### config.mk
export PLATFORM = sky130hd
export DESIGN_NAME = haze_window_stat
export DESIGN_NICKNAME = d
export VERILOG_FILES = /design/src/rtl/haze_window_stat.sv
export SDC_FILE = /design/constraint.sdc
export NUM_CORES = 1
export LEC_CHECK = 0
export CORE_MARGIN = 4
export CORE_UTILIZATION = 35
export DETAILED_ROUTE_END_ITERATION = 7
export PLACE_DENSITY = 0.55
export SLEW_MARGIN = 30
export SYNTH_ARGS = -nofsm -noshare
export SYNTH_HDL_FRONTEND = slang
export SYNTH_SLANG_ARGS = --single-unit
### constraint.sdc
create_clock -name clk_i -period 12 [get_ports clk_i]
set_clock_uncertainty 0.15 [all_clocks]
set_input_delay 1.2 -clock clk_i [delete_from_list [all_inputs] [get_ports clk_i]]
set_output_delay 1.2 -clock clk_i [all_outputs]
set_load 0.02 [all_outputs]
### src/rtl/haze_window_stat.sv
// haze_window_stat: windowed mean/max/min/over-threshold statistics
// over 2^n haze samples, with a sticky over-count alarm.
module haze_window_stat #(
  parameter real TCQ          = 0.1,
  parameter int  DATA_WIDTH   = 16,
  parameter int  WIN_LOG2_MAX = 10
) (
  input  logic                    clk_i,
  input  logic                    rst_n_i,
  input  logic                    en_i,
  input  logic                    clear_i,
  input  logic                    haze_vld_i,
  input  logic [DATA_WIDTH-1:0]   haze_data_i,
  input  logic [3:0]              win_log2_i,
  input  logic [DATA_WIDTH-1:0]   thresh_i,
  input  logic [WIN_LOG2_MAX:0]   alarm_cnt_i,
  output logic                    stat_vld_o,
  output logic [DATA_WIDTH-1:0]   stat_mean_o,
  output logic [DATA_WIDTH-1:0]   stat_max_o,
  output logic [DATA_WIDTH-1:0]   stat_min_o,
  output logic [WIN_LOG2_MAX:0]   stat_over_o,
  output logic                    alarm_o
);

  localparam int CW = WIN_LOG2_MAX + 1;
  localparam int SW = DATA_WIDTH + WIN_LOG2_MAX;
  localparam logic [3:0] NMAX = 4'(WIN_LOG2_MAX);

  // TCQ is a simulation timing hint only; registers carry no delay.
  if (TCQ < 0.0) begin : g_tcq_neg
  end

  typedef enum logic {IDLE, RUN} state_t;
  state_t state, state_nx;

  logic [CW-1:0]         cnt;
  logic [3:0]            n_lat;
  logic [SW-1:0]         sum;
  logic [DATA_WIDTH-1:0] mx;
  logic [DATA_WIDTH-1:0] mn;
  logic [CW-1:0]         over;

  logic [3:0]            n_clamp;
  logic [3:0]            n_eff;
  logic [CW-1:0]         win_len;
  logic [CW-1:0]         cnt_new;
  logic [SW-1:0]         sum_new;
  logic [DATA_WIDTH-1:0] mx_new;
  logic [DATA_WIDTH-1:0] mn_new;
  logic [CW-1:0]         over_new;
  logic [DATA_WIDTH-1:0] mean_new;
  logic                  accept;
  logic                  restart;
  logic                  last;
  logic                  alarm_hit;

  always_comb begin
    state_nx = state;
    unique case (state)
      IDLE: if (en_i && !clear_i) state_nx = RUN;
      RUN:  if (!en_i) state_nx = IDLE;
    endcase
  end

  always_ff @(posedge clk_i or negedge rst_n_i) begin
    if (!rst_n_i) state <= IDLE;
    else          state <= state_nx;
  end

  // n is taken live on the first sample, then from the latch.
  always_comb begin
    n_clamp   = (win_log2_i > NMAX) ? NMAX : win_log2_i;
    n_eff     = (cnt == '0) ? n_clamp : n_lat;
    win_len   = CW'(1) << n_eff;
    cnt_new   = cnt + CW'(1);
    last      = (cnt_new == win_len);
    sum_new   = sum + SW'(haze_data_i);
    mx_new    = (haze_data_i > mx) ? haze_data_i : mx;
    mn_new    = (haze_data_i < mn) ? haze_data_i : mn;
    over_new  = over + CW'(haze_data_i > thresh_i);
    mean_new  = DATA_WIDTH'(sum_new >> n_eff);
    accept    = (state == RUN) && haze_vld_i && !clear_i;
    restart   = clear_i || (state == IDLE);
    alarm_hit = (alarm_cnt_i != '0) && (over_new >= alarm_cnt_i);
  end

  always_ff @(posedge clk_i or negedge rst_n_i) begin
    if (!rst_n_i) begin
      cnt         <= '0;
      n_lat       <= '0;
      sum         <= '0;
      mx          <= '0;
      mn          <= '1;
      over        <= '0;
      stat_vld_o  <= 1'b0;
      stat_mean_o <= '0;
      stat_max_o  <= '0;
      stat_min_o  <= '0;
      stat_over_o <= '0;
      alarm_o     <= 1'b0;
    end else begin
      stat_vld_o <= 1'b0;
      if (clear_i) alarm_o <= 1'b0;
      if (restart || (accept && last)) begin
        cnt  <= '0;
        sum  <= '0;
        mx   <= '0;
        mn   <= '1;
        over <= '0;
      end else if (accept) begin
        cnt  <= cnt_new;
        sum  <= sum_new;
        mx   <= mx_new;
        mn   <= mn_new;
        over <= over_new;
      end
      if (accept && cnt == '0) n_lat <= n_clamp;
      if (accept && last) begin
        stat_vld_o  <= 1'b1;
        stat_mean_o <= mean_new;
        stat_max_o  <= mx_new;
        stat_min_o  <= mn_new;
        stat_over_o <= over_new;
        if (alarm_hit) alarm_o <= 1'b1;
      end
    end
  end

endmodule

* Word-level counts from Yosys, hierarchy flattened *
Index checks and enable logic that the tools add are counted.

word-level totals
  register bits = 146
  input bits = 52
  output and inout port bits = 61
  logic and storage cells = 58

cells by class
  add/sub/neg operators = 3
  order comparisons = 5
  eq/ne operators = 1
  shift operators = 2
  multiplexer cells = 21
  bitwise gates (word level) = 1
  reductions and logical operators = 12

operators with widths
  kind                   count
  $mux 16                6
  $mux 26                2
  $mux 11                4
  $gt 16x16->1           2
  $add 26x16->26         1
  $shr 26x4->16          1
  $lt 16x16->1           1
  $add 11x1->11          1
  $add 11x1->11 const B  1
  $eq 11x11->1           1
  $ge 11x11->1           1
  $logic_not 11->1       1
  $reduce_bool 11->1     1
  $shl 1x4->11 const A   1
  $mux 4                 2
  $logic_and 1x1->1      6
  $mux 1                 6
  $gt 4x4->1 const B     1
  $logic_or 1x1->1       2
  $pmux 1 s2             1
  $reduce_bool 2->1      1
  $logic_not 1->1        1
  $not 1->1              1

* Depth between registers and ports, before layout *
Gate-level depths: netlist of run 1.

  depth after elaboration = 8
  mapped depth = 23

* Least setup slack after synthesis of run 1 *
OpenSTA, ideal clock, no wires.

  path type = in2reg
  from = input port thresh_i[2]
  to = register alarm_o
  setup time = 0.128 ns
  arrival time = 4.489 ns
  path slack = 7.233 ns
  cell stages on the path = 23
  path buffers = 0
  cells stage by stage = inv_1 > ha_1 > a21oi_1 > nor2b_1 > o21ai_0 > nand2_1 > a21o_1 > a21oi_1 > nor2b_1 > o21ai_0 > a32oi_1 > ha_1 > ha_1 > ha_1 > nor2b_1 > o21a_1 > o21a_1 > o21a_1 > o21ai_0 > a21oi_1 > o221a_2 > o21ai_0 > o22ai_2

on the way
  cells in the longest elaborated chain, start to end = 6

RTL lines
  item                  RTL line  text
  start, declared       15        input logic [DATA_WIDTH-1:0] thresh_i,
  $gt 16x16->1          80        over_new = over + CW'(haze_data_i > thresh_i);
  $add 11x1->11         80
  via over_new[1]       50        logic [CW-1:0] over_new;
  $ge 11x11->1          84        alarm_hit = (alarm_cnt_i != '0) && (over_new >= alarm_cnt_i);
  $logic_and 1x1->1     84
  $mux 1                124       if (alarm_hit) alarm_o <= 1'b1;
  $mux 1                118       if (accept && last) begin
  end signal, assigned  100       alarm_o <= 1'b0;
  end signal, assigned  103       if (clear_i) alarm_o <= 1'b0;
  end signal, assigned  124
  end, declared         22        output logic alarm_o

The timed path passes the listed nets, and every way through them passes these cells.
A chain may end at the register's enable or synchronous reset.

* Final worst setup path of run 1 *
  from = input port haze_data_i[2]
  to = register alarm_o

on the way
  cells in the longest elaborated chain, start to end = 6

RTL lines
  item               RTL line  text
  start, declared    13        input logic [DATA_WIDTH-1:0] haze_data_i,
  $gt 16x16->1       80
  $add 11x1->11      80
  via over_new[1]    50
  $ge 11x11->1       84
  $logic_and 1x1->1  84
  $mux 1             124
  $mux 1             118

The timed path passes the listed nets, and every way through them passes these cells.

==> results of run 1 <==
==> cells in the mapped netlist (10+ instances only) <==
library cell    n
dfrtp_1       130
nand2_1       104
a21oi_1        95
nor2_1         83
ha_1           78
inv_1          74
o21ai_0        51
mux2i_1        45
a22o_1         41
clkbuf_1       35
nand3_1        28
a21o_1         27
nand4_1        26
xnor2_1        22
o22a_1         19
o21a_1         18
dfstp_2        16
xor2_1         15
buf_2          13
a31oi_1        12
a211oi_1       11
mux2_2         11
nor3_1         11
and3_1         10
nand2b_1       10
nor2b_1        10
==> flip-flops by register name, indices dropped and copies added, names as in the netlist, 4 cells and up <==
name,flops
cnt,11
mn,16
mx,16
n_lat,4
over,11
stat_max_o,16
stat_mean_o,16
stat_min_o,16
stat_over_o,11
sum,26
==> cells by family (layout without fill, tap and decap cells) <==
| group | count (synthesis) | in the layout | synth area share, % |
|---|---|---|---|
| mux | 57 | 57 | 5.66 |
| flops | 146 | 146 | 35.4 |
| xor+xnor | 37 | 37 | 3.12 |
| fa+ha+maj | 80 | 80 | 9.68 |
| buf+inv | 135 | 234 | 5.52 |
| simple gates | 329 | 329 | 15.4 |
| compound gates | 377 | 377 | 25.3 |
==> power by group through the flow <==
stage                     clock network [mW]  registers, mW  logic (mW)
after CTS                              0.570          0.584       0.436
after global placement                     0          0.592       0.432
final                                  0.554          0.583       0.434
after floorplan                            0          0.640       0.192
after global routing                   0.590          0.591       0.471
after detailed placement                   0          0.593       0.434
==> worst max-delay path by stage <==
stage | to | cells past startpoint
after floorplan | alarm_o | 23
after global placement | mn[1] | 11
after detailed placement | alarm_o | 22
after CTS | alarm_o | 22
after global routing | alarm_o | 23
final | alarm_o | 23
==> critical path, delay by kind of cell <==
kind / cells / cell delay, ns
fa+ha+maj: 4 / 1.24
buf+inv: 1 / 0.71
simple gates: 4 / 0.32
compound gates: 14 / 2.24
==> per-layer routing <==
layer  GRT usage (%)  vias to the layer above  share of wire [%]
met5               0                        -                  0
met4            5.02                        0                1.7
met3            3.59                       44                5.4
met2            31.3                      323                 47
met1            26.1                     4613                 46
li1                -                     4484                  -
==> final cells by class <==
type,count,area [um2]
repair buffers,127,1250
inverters,75,283
clock inverters,14,161
well taps,384,480
flip-flops and latches,146,3670
fillers,2910,16600
clock buffers,18,439
multi-input cells,880,6160
==> run metrics, run 1 <==
min-delay src stat_over_o[6]; IO Port Bufs about 110; RSZ-0062 raised after global routing no; Leak slightly below 6 nW; DP Worst Slack 6.01 ns; PD cells roughly 130 nW/um2; via/cell ratio 5.76; Primary FF master, synth dfrtp_1; global-route wire length before repair ~51000 um; Clock Latency Late Sink ~0.44 ns; required time of the critical path 12.17 ns; CTS Buf Count 17; Resize count post-CTS 0; Hold Path Depth 2; Min-Delay Path Class register to register; fin. max-slew vios 0; Die Wd approximately 180 um; reg2reg start cnt[0]; R2R Path End mn[7]; peak supply drop ~0.085 mV; Core ar. 29000 um2; Final nets roughly 1400; DRC viols 0; post-synthesis cell count between 1000 and 1500; EDFF count, synth 0; Worst Max-Slew Pin Slew approximately 0.9 ns; commonest non-fill, non-tap cell in the layout dfrtp_1; internal power 1.04 mW; Layout area overhead 19.9%; worst setup path category input pin to register; Final Cycle Share a little under half; hold_ws between 0.3 and 0.4 ns; TritonRoute pass-1 iters 5; setup repair bufs after CTS 0; hold worst-path end stat_over_o[6]; Critical-path top delay cell clkdlybuf4s50_1; worst rel slew slack between 30% and 40%; Cell Area, Synth roughly 10000 um2; most frequent cells in the layout dfrtp_1 (130), clkdlybuf4s50_1 (111), nand2_1 (104); Ant. Diodes 0; CTS hold repair buffers 0; placed cells ~1600; Startpoint Class input pin; Syn Nets ~1300; Seq/Total Area, Yosys 35.4%; initial antenna violation count 0; Cell Area, Placed around 12000 um2; share of the synthesized area in the top cell type between 30 and 40%; Seq cells post-synth ~150; Final WS setup 6.44 ns; Top Ports 113; row cnt 62; final number of hold-violating endpoints 0; CTS tree built; run status finished, final reports clean; die area roughly 33000 um2; Setup crit end kind register; initial drt markers approximately 700; Util after Layout between 40 and 50%; DR WL/cell approximately 19 um; crit-path cells clkdlybuf4s50_1 > ha_1 > a21oi_1 > nor2b_1 > o21ai_0 > nand2_1 > a21o_1 > a21oi_1 > nor2b_1 > o21ai_0 > a32oi_1 > ha_1 > ha_1 > ha_1 > nor2b_1 > o21a_1 > o21a_1 > o21a_1 > o21ai_0 > a21oi_1 > o221a_2 > o21ai_0 > o22ai_2; crit-path max cell delay ~0.7 ns; Worst-path clk slew roughly 0.08 ns; clock buffer depth 2; Initial Utilization between 30% and 40%; number of global-route vias before repair between 9000 and 10000; GRT overflow 0; synthesis warning total 0; Detail Route Antenna Nets 0; combinational power share between 20% and 30%; share of total power in sequential cells a little under two fifths; CP arrival around 5.7 ns; Switch Pwr about 530 uW; max frequency approximately 180 MHz; Routed WL approximately 32000 um; clk sink count roughly 150; cell taking the most area after synthesis dfrtp_1; cells on worst reg2reg path 12; estimated wirelength of the detail-placed design roughly 23000 um; top post-synthesis cells by area dfrtp_1 (31%), ha_1 (9.4%), a21oi_1 (4.6%); crit path from haze_data_i[2]; vias post-DR around 9500; Post-synth ARST share 100%; number of max-cap violations 0; Final Setup Violations 0; switch share 33.9%; post-route cell area approximately 12000 um2; Clock Tree Root clkbuf_16; fin crit period around 5.6 ns; GP Congestion 0.917; Post-Synthesis Mean Instance Area slightly below 9 um2; Clock Power Share a little over a third; reg-to-reg slack, setup ~6.5 ns; Post-Layout Cell Count roughly 1600; layout cell share with drive strength beyond 1 slightly below 8%; setup_tns 0 ns; Synth cell types between 80 and 90; Chip Height 180 um; largest net degree at the start of global routing slightly above 90; total track usage a little under a fifth; total number of H-tree levels 4; Pwr Total between 1.5 and 2 mW; Crit Path Max Fanout 8
Power figures use the tool's default switching activity.
==> run 2, diff against run 1 <==
- PLACE_DENSITY: 0.55 -> 0.57
- clock period: 12 -> 5.03 ns (I/O delays scaled with it)
==> run metrics, run 2 (synthesis gave the netlist of run 1 again) <==
fin crit period ~4.8 ns; IO Port Bufs approximately 110; Critical-path top delay cell clkdlybuf4s50_1; CTS hold repair buffers 0; Final nets about 1400; layout cell share with drive strength beyond 1 between 10% and 20%; worst rel slew slack 45.2%; worst setup path category input pin to register; Crit Path Max Fanout 3; hold_ws -0.0384 ns; CP top delay family compound AO/OA/AOI/OAI gates; CTS Buf Count 17; most frequent cells in the layout dfrtp_1 (130), clkdlybuf4s50_1 (111), nand2_1 (104); Resize count post-CTS 0; number of max-cap violations 0; number of global-route vias before repair between 9000 and 10000; Layout area overhead 23.1%; Final Setup Violations 0; CP arrival between 4 and 5 ns; initial drt markers between 1000 and 1500; TritonRoute pass-1 iters 5; Clock Tree Root clkbuf_16; DRC viols 0; Layout fillers about 2900; row cnt 62; die area 32500 um2; vias post-DR ~9500; Detail Route Antenna Nets 0; CTS tree built; Die Wd about 180 um; post-route cell area around 13000 um2; Core ar. 29000 um2; Worst-path clk slew 0.07 ns; Cell Area, Placed ~12000 um2; Setup crit end kind register; Top Ports 113; GRT overflow 0; GP Congestion between 0.9 and 1; Ant. Diodes 0; Initial Utilization between 30% and 40%; clock buffer depth 2; max FFs per register 26; Startpoint Class input pin; Buf+Inv Stages, Crit Path 1; Util after Layout 44.1%; PD cells 294 nW/um2; total number of H-tree levels 4; Min-Delay Path Class input pin to async pin; largest net degree at the start of global routing approximately 110; RSZ-0062 raised after global routing no; Clock Latency Late Sink between 0.4 and 0.5 ns; fin. max-slew vios 0; total track usage between 10% and 20%; Routed WL between 30000 and 40000 um; global-route wire length before repair ~53000 um; Chip Height 180 um; estimated wirelength of the detail-placed design ~24000 um; setup repair bufs after CTS 0; max frequency about 210 MHz; final number of hold-violating endpoints 9; crit-path cells clkdlybuf4s50_1 > ha_1 > a21oi_1 > nor2b_1 > o21ai_0 > nand2_1 > a21o_1 > a21oi_1 > nor2b_1 > o21ai_0 > a32oi_1 > ha_1 > ha_1 > ha_1 > nor2b_1 > o21a_1 > o21a_1 > o21a_1 > o21ai_0 > a21oi_1 > o221a_2 > o21ai_0 > o22ai_2; run status complete, but fails checks; via/cell ratio approximately 5.6; Leak approximately 6 nW; required time of the critical path between 5 and 6 ns; Worst Max-Slew Pin Slew about 0.80 ns; clk sink count 146; Final Cycle Share approximately 95%; Post-Layout Cell Count around 1700; peak supply drop 0.221 mV; placed cells roughly 1700; DR WL/cell roughly 19 um; Largest Register sum; setup_tns 0 ns; commonest non-fill, non-tap cell in the layout dfrtp_1; crit-path max cell delay between 0.5 and 0.6 ns; failing checks negative hold slack; initial antenna violation count 0
## run 2: cell types whose count changed in the layout (fill, tap and decap cells not counted), sizes merged
cell,before,now
buf,16,62
inv,82,79
bufinv,1,2
clkbuf,18,19
clkinvlp,2,3
## run 2: power breakdown
| part | internal, mW | switching [mW] |
|---|---|---|
| clock network | 0.752 | 0.548 |
| logic | 0.472 | 0.595 |
| registers | 1.30 | 0.0845 |
| total | 2.53 | 1.23 |
## run 2: worst paths after layout
path / start / end / slack, ns / cells past startpoint
worst min register to register: stat_over_o[6] / stat_over_o[6] / 0.32 / 2
worst max-delay path: haze_data_i[2] / alarm_o / 0.26 / 23
max in group asynchronous: rst_n_i / stat_mean_o[12] / 3.64 / 2
worst min-delay path: rst_n_i / stat_max_o[6] / -0.04 / 1
worst max register to register: cnt[0] / mn[0] / 0.37 / 10
min in group clk_i: stat_over_o[6] / stat_over_o[6] / 0.32 / 2
## run 2: through the flow
| stage | power (mW) | worst slack (ns) |
|---|---|---|
| floorplan | 1.98 | 0.960 |
| global placement | 2.47 | -0.0522 |
| detailed placement | 2.48 | -0.0958 |
| CTS | 3.79 | 0.358 |
| global route | 3.95 | 0.0250 |
| finish | 3.76 | 0.264 |
## run 2: layout make-up
| cell class | instances | area [um2] | area share (%) |
|---|---|---|---|
| multi-input combinational | 880 | 6160 | 48.2 |
| sequential | 146 | 3670 | 28.7 |
| timing repair buffer | 173 | 1600 | 12.5 |
| tap | 384 | 480 | 3.76 |
| clock buffer | 19 | 443 | 3.46 |
| inverter | 75 | 283 | 2.21 |
| clock inverter | 13 | 149 | 1.16 |
## run 2: worst reg2reg max path, delay by kind of cell (launching register included)
kind                       cells  cell delay (ns)
buffers and inverters          1             0.16
and+or+nand+nor                2             1.19
AOI/OAI and AO/OA              6             2.44
adders and majority gates      1             0.18
DFF                            1             0.48
## run 2: routing by layer
metal,GRT usage [%],part of all wire (%),vias to the layer above
met5,0,0,-
met4,4.48,1.1,0
met3,2.79,4.5,28
met2,32.7,47,295
met1,27.8,47,4632
li1,-,-,4570
==> run 3, diff against run 2 <==
- PLACE_DENSITY: 0.57 -> 0.61
==> run metrics, run 3 (synthesis gave the netlist of run 1 again) <==
GRT overflow 0; hold_ws -0.0320 ns; Final nets approximately 1400; CTS hold repair buffers 0; layout cell share with drive strength beyond 1 about 11%; Final Setup Violations 0; Final WS setup roughly 0.38 ns; row cnt 62; total number of H-tree levels 4; IO Port Bufs approximately 110; max FFs per register 26; Critical-path top delay cell clkdlybuf4s50_1; Setup crit end kind register; Top Ports 113; DP Worst Slack -0.0600 ns; post-route cell area approximately 13000 um2; Worst Max-Slew Pin Slew around 0.84 ns; estimated wirelength of the detail-placed design roughly 24000 um; failing checks negative hold slack; register area between 3000 and 4000 um2; Die Wd roughly 180 um; Startpoint Class input pin; peak supply drop around 0.25 mV; worst setup path category input pin to register; final number of hold-violating endpoints 27; CTS Buf Count 17; CP top delay family compound AO/OA/AOI/OAI gates; Worst-path clk slew approximately 0.070 ns; Post-Layout Cell Count 1690; clock buffer depth 2; DR WL/cell 19.0 um; TritonRoute pass-1 iters 5; Largest Register sum; multi-input combinational cell area just over 6000 um2; internal power ~2.4 mW; Detail Route Antenna Nets 0; initial drt markers 800; combinational power share between 20% and 30%; commonest non-fill, non-tap cell in the layout dfrtp_1; Cell Area, Placed 12200 um2; fin. max-slew vios 0; RSZ-0062 raised after global routing no; switch share 33.7%; CP arrival around 4.8 ns; Leak ~6.0 nW; GP Congestion between 0.9 and 1; crit-path max cell delay ~0.52 ns; placed cells about 1700; crit-path cells clkdlybuf4s50_1 > ha_1 > a21oi_1 > nor2b_1 > o21ai_0 > nand2_1 > a21o_1 > a21oi_1 > nor2b_1 > o21ai_0 > a32oi_1 > ha_1 > ha_1 > ha_1 > nor2b_1 > o21a_1 > o21a_1 > o21a_1 > o21ai_0 > a21oi_1 > o221a_2 > o21ai_0 > o22ai_2; Ant. Diodes 0; setup repair bufs after CTS 0; Clock Tree Root clkbuf_16; initial antenna violation count 0; run status complete, but fails checks; via/cell ratio approximately 5.7; Layout area overhead 22.8%; CTS tree built; Layout fillers about 2800; Clock Latency Late Sink between 0.4 and 0.5 ns; Core ar. slightly below 30000 um2; fin crit period between 4 and 5 ns; largest net degree at the start of global routing about 110; Initial Utilization about 36%; die area between 30000 and 40000 um2; number of global-route vias before repair 9607; required time of the critical path between 5 and 6 ns; clk sink count approximately 150; Clock Power Share about a third; DRC viols 0; share of total power in sequential cells a little under two fifths; Crit Path Max Fanout 3; number of max-cap violations 0; Resize count post-CTS 0; vias post-DR about 9600; max frequency about 210 MHz; Min-Delay Path Class input pin to async pin; Chip Height about 180 um; Routed WL approximately 32000 um; Final Cycle Share approximately 90%; Buf+Inv Stages, Crit Path 1; most frequent cells in the layout dfrtp_1 (130), clkdlybuf4s50_1 (111), nand2_1 (104); global-route wire length before repair 51800 um; PD cells slightly below 300 nW/um2; total track usage 19.5%; Pwr Total about 3.7 mW; worst rel slew slack approximately 44%; Switch Pwr ~1.2 mW
## run 3: changes by cell type in the layout (fill, tap and decap cells not counted)
| cell | delta |
|---|---|
| buf_12 | +1 |
| inv_8 | +1 |
| bufinv_16 | -2 |
| inv_6 | -1 |
| clkbuf_8 | +1 |
| clkbuf_1 | -1 |
| clkinv_2 | +2 |
| buf_4 | -1 |
## run 3: cell type report
type / instances / share of cell area (%)
Tap cell: 384 / 3.76
Timing Repair Buffer: 173 / 12.6
Clock inverter: 13 / 0.794
Clock buffer: 19 / 3.55
Inverter: 75 / 2.22
Sequential cell: 146 / 28.8
Multi-Input combinational cell: 880 / 48.3
## run 3: per-layer routing
layer,global-route usage (%),vias up,part of all wire [%]
li1,-,4589,-
met1,25.4,4659,45
met2,32.3,298,47
met3,4.24,64,5.7
met4,6.78,0,2.8
met5,0,-,0
## run 3: per-stage QoR
step | utilization, % | setup TNS, ns | hold WS (ns)
after global placement | 42.1 | -0.0406 | 0.303
after floorplan | - | 0 | 0.0574
after detailed placement | 42.1 | -0.0600 | 0.306
final | 44.0 | 0 | -0.0320
after CTS | 44.0 | 0 | 0.000305
after global routing | 44.0 | 0 | 0.0374
## run 3: worst paths after layout
check / start / end / cells after the start / slack, ns
setup / recovery: haze_data_i[2] / alarm_o / 23 / 0.38
hold / removal: rst_n_i / stat_max_o[4] / 1 / -0.03
setup reg to reg: cnt[1] / mn[9] / 13 / 0.54
hold reg to reg: stat_over_o[10] / stat_over_o[10] / 2 / 0.31
max in group asynchronous: rst_n_i / stat_mean_o[13] / 2 / 3.70
min in group clk_i: stat_over_o[10] / stat_over_o[10] / 2 / 0.31
## run 3: power by group through the flow
stage | Sequential, mW | Clock (mW) | Combinational, mW
4_1_cts | 1.39 | 1.26 | 1.07
5_1_grt | 1.41 | 1.30 | 1.16
3_3_place_gp | 1.41 | 0 | 1.06
3_5_place_dp | 1.41 | 0 | 1.07
2_1_floorplan | 1.53 | 0 | 0.458
6_report | 1.39 | 1.22 | 1.07
